==> src/rtl/uart_packet_assembler_if.sv <==
// Byte-in / frame-out bus for uart_packet_assembler.
// slave is the assembler's view; master is the surrounding receiver/FIFO side.
interface uart_packet_assembler_if #(
    parameter int PACKET_BYTES = 6
);
    logic                      rx_dv;
    logic [7:0]                uart_byte;
    logic                      hold;
    logic                      full;
    logic [8*PACKET_BYTES-1:0] data_frame;
    logic                      wr_en;

    modport master (output rx_dv, uart_byte, full, input hold, data_frame, wr_en);
    modport slave  (input rx_dv, uart_byte, full, output hold, data_frame, wr_en);
endinterface

==> src/rtl/uart_packet_assembler.sv <==
// Packs PACKET_BYTES received UART bytes into one frame and writes it to a FIFO.
// Define PACKETIZER_TIMEOUT_EN to discard partial frames after TIMEOUT_CYCLES idle clocks.
module uart_packet_assembler #(
    parameter int          PACKET_BYTES   = 6,
    parameter bit          MSB_FIRST      = 1'b1,
    parameter int unsigned TIMEOUT_CYCLES = 100000
) (
    input  logic                    clk,
    input  logic                    rst_n,
    uart_packet_assembler_if.slave  bus,
    output logic [4:0]              byte_cnt,
    output logic                    overflow,
    output logic                    timeout_err
);
    localparam int unsigned W = 8 * PACKET_BYTES;

    if (PACKET_BYTES < 1 || PACKET_BYTES > 16) begin : g_bad_bytes
        $error("PACKET_BYTES out of range 1..16");
    end
    if (TIMEOUT_CYCLES < 2) begin : g_bad_timeout
        $error("TIMEOUT_CYCLES must be at least 2");
    end

    typedef enum logic [1:0] {IDLE, COLLECT, EMIT} state_t;

    state_t         state, state_nx;
    logic [W-1:0]   asm_q, asm_nx;
    logic [W-1:0]   frame_q, frame_nx;
    logic [4:0]     cnt_nx;
    logic           wr_en_q, wr_en_nx;
    logic           hold_q, hold_nx;
    logic           ovf_nx;

`ifdef PACKETIZER_TIMEOUT_EN
    localparam int unsigned TW = $clog2(TIMEOUT_CYCLES);
    logic [TW-1:0]  idle_q, idle_nx;
    logic           to_nx;
`endif

    always_comb begin
        state_nx = state;
        asm_nx   = asm_q;
        frame_nx = frame_q;
        cnt_nx   = byte_cnt;
        wr_en_nx = 1'b0;
        ovf_nx   = 1'b0;
`ifdef PACKETIZER_TIMEOUT_EN
        idle_nx  = '0;
        to_nx    = 1'b0;
`endif
        case (state)
            IDLE, COLLECT: begin
                if (bus.rx_dv) begin
                    // byte_cnt is 0 in IDLE, so both states place the byte at slot byte_cnt
                    for (int unsigned i = 0; i < PACKET_BYTES; i++) begin
                        if (i == 32'(byte_cnt))
                            asm_nx[(MSB_FIRST ? W - 8 - 8*i : 8*i) +: 8] = bus.uart_byte;
                    end
                    cnt_nx   = byte_cnt + 5'd1;
                    state_nx = (cnt_nx == 5'(PACKET_BYTES)) ? EMIT : COLLECT;
                end
`ifdef PACKETIZER_TIMEOUT_EN
                else if (state == COLLECT) begin
                    if (idle_q == TW'(TIMEOUT_CYCLES - 1)) begin
                        state_nx = IDLE;
                        asm_nx   = '0;
                        cnt_nx   = '0;
                        to_nx    = 1'b1;
                    end else begin
                        idle_nx = idle_q + 1'b1;
                    end
                end
`endif
            end
            EMIT: begin
                ovf_nx = bus.rx_dv;
                if (!bus.full) begin
                    frame_nx = asm_q;
                    wr_en_nx = 1'b1;
                    asm_nx   = '0;
                    cnt_nx   = '0;
                    state_nx = IDLE;
                end
            end
            default: state_nx = IDLE;
        endcase
        hold_nx = (state_nx != EMIT);
    end

    always_ff @(posedge clk or negedge rst_n) begin
        if (!rst_n) begin
            state    <= IDLE;
            asm_q    <= '0;
            frame_q  <= '0;
            byte_cnt <= '0;
            wr_en_q  <= 1'b0;
            hold_q   <= 1'b1;
            overflow <= 1'b0;
        end else begin
            state    <= state_nx;
            asm_q    <= asm_nx;
            frame_q  <= frame_nx;
            byte_cnt <= cnt_nx;
            wr_en_q  <= wr_en_nx;
            hold_q   <= hold_nx;
            overflow <= ovf_nx;
        end
    end

`ifdef PACKETIZER_TIMEOUT_EN
    always_ff @(posedge clk or negedge rst_n) begin
        if (!rst_n) begin
            idle_q      <= '0;
            timeout_err <= 1'b0;
        end else begin
            idle_q      <= idle_nx;
            timeout_err <= to_nx;
        end
    end
`else
    assign timeout_err = 1'b0;
`endif

    assign bus.data_frame = frame_q;
    assign bus.wr_en      = wr_en_q;
    assign bus.hold       = hold_q;
endmodule
==> src/flat_wrapper.sv <==
// flat-port wrapper written by rule: the top's interface ports become plain ports
module uart_packet_assembler_flat 
#(
    parameter int          PACKET_BYTES   = 6,
    parameter bit          MSB_FIRST      = 1'b1,
    parameter int unsigned TIMEOUT_CYCLES = 100000
)
  (clk, rst_n, byte_cnt, overflow, timeout_err, bus_rx_dv, bus_uart_byte, bus_full, bus_hold, bus_data_frame, bus_wr_en);
  uart_packet_assembler_if #(.PACKET_BYTES(PACKET_BYTES)) bus_i ();
  input  logic clk;
  input  logic rst_n;
  output logic [4:0] byte_cnt;
  output logic overflow;
  output logic timeout_err;
  input wire logic [$bits(bus_i.rx_dv)-1:0] bus_rx_dv;
  input wire logic [$bits(bus_i.uart_byte)-1:0] bus_uart_byte;
  input wire logic [$bits(bus_i.full)-1:0] bus_full;
  output wire logic [$bits(bus_i.hold)-1:0] bus_hold;
  output wire logic [$bits(bus_i.data_frame)-1:0] bus_data_frame;
  output wire logic [$bits(bus_i.wr_en)-1:0] bus_wr_en;
  assign bus_i.rx_dv = bus_rx_dv;
  assign bus_i.uart_byte = bus_uart_byte;
  assign bus_i.full = bus_full;
  assign bus_hold = bus_i.hold;
  assign bus_data_frame = bus_i.data_frame;
  assign bus_wr_en = bus_i.wr_en;
  uart_packet_assembler #(.PACKET_BYTES(PACKET_BYTES), .MSB_FIRST(MSB_FIRST), .TIMEOUT_CYCLES(TIMEOUT_CYCLES)) u_core (.clk(clk), .rst_n(rst_n), .bus(bus_i), .byte_cnt(byte_cnt), .overflow(overflow), .timeout_err(timeout_err));
endmodule
==> config.mk <==
export PLATFORM = sky130hd
export DESIGN_NAME = uart_packet_assembler_flat
export DESIGN_NICKNAME = d
export VERILOG_FILES = /design/src/rtl/uart_packet_assembler_if.sv /design/src/rtl/uart_packet_assembler.sv /design/src/flat_wrapper.sv
export SDC_FILE = /design/constraint.sdc
export NUM_CORES = 1
export LEC_CHECK = 0
export CAP_MARGIN = 15
export CORE_UTILIZATION = 50
export DETAILED_ROUTE_END_ITERATION = 6
export DONT_BUFFER_PORTS = 1
export GPL_TIMING_DRIVEN = 1
export HOLD_SLACK_MARGIN = 0.12
export PLACE_DENSITY = 0.64
export SETUP_SLACK_MARGIN = 0.1
export SLEW_MARGIN = 10
export SYNTH_ARGS = -nofsm -noshare
export SYNTH_HDL_FRONTEND = slang
export SYNTH_SLANG_ARGS = --single-unit
==> constraint.sdc <==
create_clock -name clk -period 3 [get_ports clk]
set_clock_uncertainty 0.15 [all_clocks]
set_input_delay 0.9 -clock clk [delete_from_list [all_inputs] [get_ports clk]]
set_output_delay 0.9 -clock clk [all_outputs]
set_load 0.02 [all_outputs]
==> impl_metrics.ini, run 1 <==
[drt]
drt_iter0_drc = 127
vias = 2409
firstDrtPassIters = 4
detail-route-antenna-nets = 0
routedWlPerCell_um = 20.2
via_per_inst = 5.90
drc_errors = 0
wl_um = 8230

[worst_setup_path]
cp_max_fo = 23
cp.required_ns = 3.10
start_kind = flip-flop
reg2reg_slack_ns = 0.68
r2r_start = u_core.state[1]
cp-endpoint = u_core.bus.data_frame[31]
rr_endpoint = u_core.bus.data_frame[31]
reg2reg_depth = 3
cp-startpoint = u_core.state[1]
crit_path_end_kind = flip-flop
cp.arrival_ns = 2.42
path_class = flip-flop to flip-flop

[sta]
setup_viol = 0
finalCritPeriodShare = 0.773
max_freq_ghz = 0.431
finalSetupTns_ns = 0
relSlewSlack = 0.563
tightestPinTransition_ns = 0.651
drv_slew = 0
final-hold-violation-count = 0
period_needed_ns = 2.32
rsz0062_at_grt = false
final.setup.worst_slack_ns = 0.681

[place]
dpl.hpwl_um = 5220
dpl_cell_area_mm2 = 0.00444
gp_congestion = 0.762
dp.cells = 393
pre_cts_ws_ns = 0.646
port_buffers = 0

[final_layout]
stdcell_area_mm2 = 0.00463
num-nets-final = 316
num_antenna_cells = 0
drive_above_1_share = 0.281
final_cell_count_no_fill = 408
post-route-util = 0.555
syn2layout_area_growth_pct = 6.27
final_common_cell = dfrtp_1
final_cell_mix = dfrtp_1, mux2_2, a22o_1, nor2b_1, mux2i_1

[floorplan]
dieArea_mm2 = 0.00908
rows = 33
pin_count = 69
core_area_mm2 = 0.00834
die-height_um = 95.3
die_w_um = 95.3
initial_core_util = 0.522

[synth]
synth_edf_count = 0
async_flop_share = 1.00
synth_xor_area_frac = 0.00402
synth_compound_area_frac = 0.103
yosys-top-cells-area = dfrtp_1, mux2_2, a22o_1, mux2i_1, o2bb2ai_1
syn-num-nets = 319
ys_warn_count = 0
synth.yosys.seq_area_share = 0.610
synthFlopType = dfrtp_1
synth_area_leader_cell = dfrtp_1
synth.area.mux_share = 0.170
synthSimpleGateAreaFrac = 0.0696
synthCells = 302
ys_seq_elements = 106
synth.distinct_cells = 36
synth_top_cell_area_share = 0.604
synth_top_family_by_area = multiplexers
syn_avg_cell_area_um2 = 14.4
synth-adder-area-share = 0.0144
synth_area_mm2 = 0.00435

[global_route]
grt_max_degree = 107
grt_pass1_wl_um = 12900
grt_pass1_vias = 2341
gr-total-overflow = 0
grt.total_usage = 0.196
antenna_found_initial = 0

[clocking]
cts_tree = built
cts_buffer_depth = 2
postCtsSetupBuffers = 0
clk_pin_slew_worst_paths_ns = 0.10
cts_num_sinks = 106
cts_resized = 0
root_buffer = clkbuf_8
cts-buffers-inserted = 9
worstSkewPairLatency_ns = 0.36
cts_max_level = 3

[run_status]
status = finished clean

[min_path]
hp-class = input pin to async pin

[run]
cap_viol_max_count = 0

[power_and_ir_drop]
vdd_drop_max_uv = 483
p_leak_nw = 2.14
p_per_area_mw_per_mm2 = 941
==> worst min-delay path by stage <==
stage | slack [ns] | startpoint | end | cells past startpoint
after global routing | 0.04 | rst_n | u_core.state[1] | 0
after CTS | 0.05 | rst_n | u_core.bus.data_frame[7] | 0
final | 0.08 | rst_n | u_core.bus.data_frame[38] | 0
after floorplan | 0.31 | u_core.asm_q[24] | u_core.asm_q[24] | 1
after detailed placement | 0.33 | u_core.asm_q[25] | u_core.asm_q[25] | 1
after global placement | 0.33 | u_core.asm_q[25] | u_core.asm_q[25] | 1
==> flip-flops by register name, indices dropped and copies added, names as in the netlist <==
signal	flops
u_core.asm_q	48
u_core.bus.data_frame	48
u_core.bus.hold	1
u_core.bus.wr_en	1
u_core.byte_cnt	5
u_core.overflow	1
u_core.state	2
==> logic make-up after synthesis <==
family | Yosys count
multiplexers | 67
adder cells (fa/ha/maj) | 5
XOR/XNOR | 2
flip-flops | 106
buffers and inverters | 23
other | 1
AO/OA/AOI/OAI | 54
AND/OR/NAND/NOR | 44
==> synth_stat cells (all sizes together), types with 2 or more instances <==
| cell type | n |
|---|---|
| nand2 | 4 |
| o22ai | 6 |
| nand3 | 3 |
| mux2i | 10 |
| a22o | 32 |
| inv | 2 |
| ha | 5 |
| nor4b | 4 |
| o2bb2ai | 9 |
| xor2 | 2 |
| nor2b | 10 |
| clkbuf | 5 |
| and3b | 2 |
| and2 | 8 |
| nor2 | 3 |
| and3 | 5 |
| mux2 | 57 |
| buf | 16 |
| dfrtp | 105 |
==> layout make-up <==
cell class / instances / area (um2)
Clock buffer: 9 / 124
Clock inverter: 6 / 66.3
Fill cell: 695 / 3710
Inverter: 2 / 7.51
Multi-Input combinational cell: 173 / 1590
Sequential cell: 106 / 2650
Tap cell: 105 / 131
Timing Repair Buffer: 7 / 52.6
==> power breakdown <==
part | internal [mW] | switching (mW) | total [mW]
clock network | 0.386 | 0.475 | 0.861
registers | 1.90 | 0.657 | 2.56
logic | 0.566 | 0.368 | 0.934
total | 2.85 | 1.50 | 4.35
==> per-layer routing <==
layer | up-vias | routed length (um) | global-route usage
met1 | 1235 | 4070 | 0.277
met3 | 14 | 463 | 0.0566
met2 | 59 | 3540 | 0.277
li1 | 1101 | - | -
met4 | 0 | 151 | 0.0909
met5 | - | 0 | 0
==> worst max-delay path, cell delays in order (launching register included) <==
cell and delay, ns:
dfrtp_1 0.76, nor3b_4 0.54, buf_4 0.38, mux2_2 0.37
==> through the flow <==
step	total power [mW]	hold WS, ns
3_5_place_dp	3.53	0.327
2_1_floorplan	3.29	0.311
3_3_place_gp	3.49	0.328
4_1_cts	4.39	0.0488
6_report	4.35	0.0765
5_1_grt	4.62	0.0386
Note: power is estimated with default switching activity, not from simulation.
==> inputs of run 2 (changes only) <==
==> constraint.sdc (replaced) <==
create_clock -name clk -period 2.2 [get_ports clk]
set_clock_uncertainty 0.15 [all_clocks]
set_input_delay 0.66 -clock clk [delete_from_list [all_inputs] [get_ports clk]]
set_output_delay 0.66 -clock clk [all_outputs]
set_load 0.02 [all_outputs]
==> run 2 against run 1 <==
Against the previous run: the flow now finishes with violations (hold timing); sequential power grew 34%; worst hold slack lost 0.23 ns; global-route usage shrank 0.29 points; worst setup slack lost 0.51 ns; final cell count grew 2.7%; die area is the same; register-to-register slack lost 0.39 ns; sequential share of layout area shrank 1.5 points; wire length grew 0.35%; critical path depth shrank 2; largest power group unchanged.
==> impl_metrics.ini, run 2 (same netlist as run 1, synthesis figures left out) <==
[run_status]
status = finished with violations
violations = hold timing

[sta]
final-hold-violation-count = 105
max_freq_ghz = 0.494
tightestPinTransition_ns = 0.652
relSlewSlack = 0.565
finalSetupTns_ns = 0
setup_viol = 0
period_needed_ns = 2.02
rsz0062_at_grt = false
finalCritPeriodShare = 0.920
whs_ns = -0.156
drv_slew = 0

[power_and_ir_drop]
power.share.sequential = 0.560
swShare = 0.343
p_int_mw = 4.01
p_leak_nw = 2.19
comb_power_share = 0.242
p_clk_frac = 0.198
power_switching_mw = 2.09
p_per_area_mw_per_mm2 = 1280
vdd_drop_max_uv = 614

[drt]
vias = 2420
drc_errors = 0
wl_um = 8260
drt_iter0_drc = 142
firstDrtPassIters = 4
detail-route-antenna-nets = 0
routedWlPerCell_um = 19.7
via_per_inst = 5.78

[worst_setup_path]
max_stage_delay_ns = 0.64
cp_top_family = flip-flops
path_class = flip-flop to output pin
crit_path_end_kind = output pin
path_cells = buf_4
cp.arrival_ns = 1.21
cp_max_fo = 11
reg2reg_depth = 4
cp_slowest_cell = dfrtp_1
cp.required_ns = 1.39
crit_buf_inv = 1
rr_endpoint = u_core.asm_q[16]
start_kind = flip-flop
r2r_start = u_core.state[1]
reg2reg_slack_ns = 0.29

[global_route]
grt_pass1_vias = 2352
antenna_found_initial = 0
grt_max_degree = 107
grt.total_usage = 0.193
grt_pass1_wl_um = 12900
gr-total-overflow = 0

[clocking]
cts_num_sinks = 106
cts_buffer_depth = 2
postCtsSetupBuffers = 0
worstSkewPairLatency_ns = 0.35
cts-buffers-inserted = 9
root_buffer = clkbuf_8
cts_max_level = 3
clk_pin_slew_worst_paths_ns = 0.09
cts_tree = built

[floorplan]
die-height_um = 95.3
initial_core_util = 0.522
core_area_mm2 = 0.00834
die_w_um = 95.3
dieArea_mm2 = 0.00908
rows = 33
pin_count = 69

[final_layout]
final_cell_mix = dfrtp_1, mux2_2, a22o_1, buf_4
stdcell_area_mm2 = 0.00475
drive_above_1_share = 0.306
num_antenna_cells = 0
post-route-util = 0.570
n_fill_cell = 671
syn2layout_area_growth_pct = 9.14
final_common_cell = dfrtp_1
num-nets-final = 326

[place]
dpl.hpwl_um = 5290
gp_congestion = 0.794
port_buffers = 0
dpl_cell_area_mm2 = 0.00455

[run]
cap_viol_max_count = 0

[min_path]
hp-class = input pin to async pin
==> run 2: cell count changes in the layout (fill, tap and decap cells not counted), sizes merged <==
| cell | change |
|---|---|
| clkbuf | +1 |
| buf | +10 |
| clkinv | -2 |
| clkinvlp | +2 |
==> run 2: timing repair <==
item | 4_1_cts | 5_1_grt
endpoints found under the setup margin | 0 | 1
endpoints found under the hold margin | 106 | 106
gates resized for setup | 0 | 1
==> run 2: worst max-delay path by stage <==
stage,from,endpoint,slack [ns],cells past startpoint
floorplan,bus_rx_dv,u_core.asm_q[0],0.32,4
global placement,bus_rx_dv,u_core.asm_q[22],0.25,4
detailed placement,bus_rx_dv,u_core.asm_q[22],0.23,4
CTS,u_core.byte_cnt[3],byte_cnt[3],0.12,1
global route,u_core.byte_cnt[4],byte_cnt[4],0.11,1
finish,u_core.byte_cnt[4],byte_cnt[4],0.18,1
==> run 2: per-stage QoR <==
| stage | setup WS, ns | total power [mW] | std cells |
|---|---|---|---|
| 2_1_floorplan | 0.323 | 4.49 | 302 |
| 4_1_cts | 0.120 | 6.16 | 419 |
| 6_report | 0.175 | 6.10 | 419 |
| 5_1_grt | 0.109 | 6.45 | 419 |
| 3_5_place_dp | 0.228 | 4.94 | 403 |
| 3_3_place_gp | 0.247 | 4.90 | 403 |
==> run 2: layout make-up <==
class,count,area (um2),area share
flip-flops and latches,106,2660,0.559
clock buffers,10,128,0.0269
well taps,105,131,0.0277
clock inverters,6,73.8,0.0155
repair buffers,17,165,0.0348
inverters,2,7.51,0.00158
multi-input cells,173,1590,0.335
==> run 2: power by group through the flow <==
stage | clock, mW | combinational, mW | sequential (mW)
final | 1.21 | 1.48 | 3.42
after global routing | 1.30 | 1.63 | 3.51
after CTS | 1.24 | 1.50 | 3.42
after detailed placement | 0 | 1.49 | 3.46
after global placement | 0 | 1.45 | 3.45
after floorplan | 0 | 1.22 | 3.27
==> run 2: per-layer routing <==
metal,wire [um],vias up,global-route usage
met2,3730,57,0.277
met4,120,0,0.0745
met3,513,11,0.0590
met1,3890,1231,0.275
met5,0,-,0
li1,-,1121,-
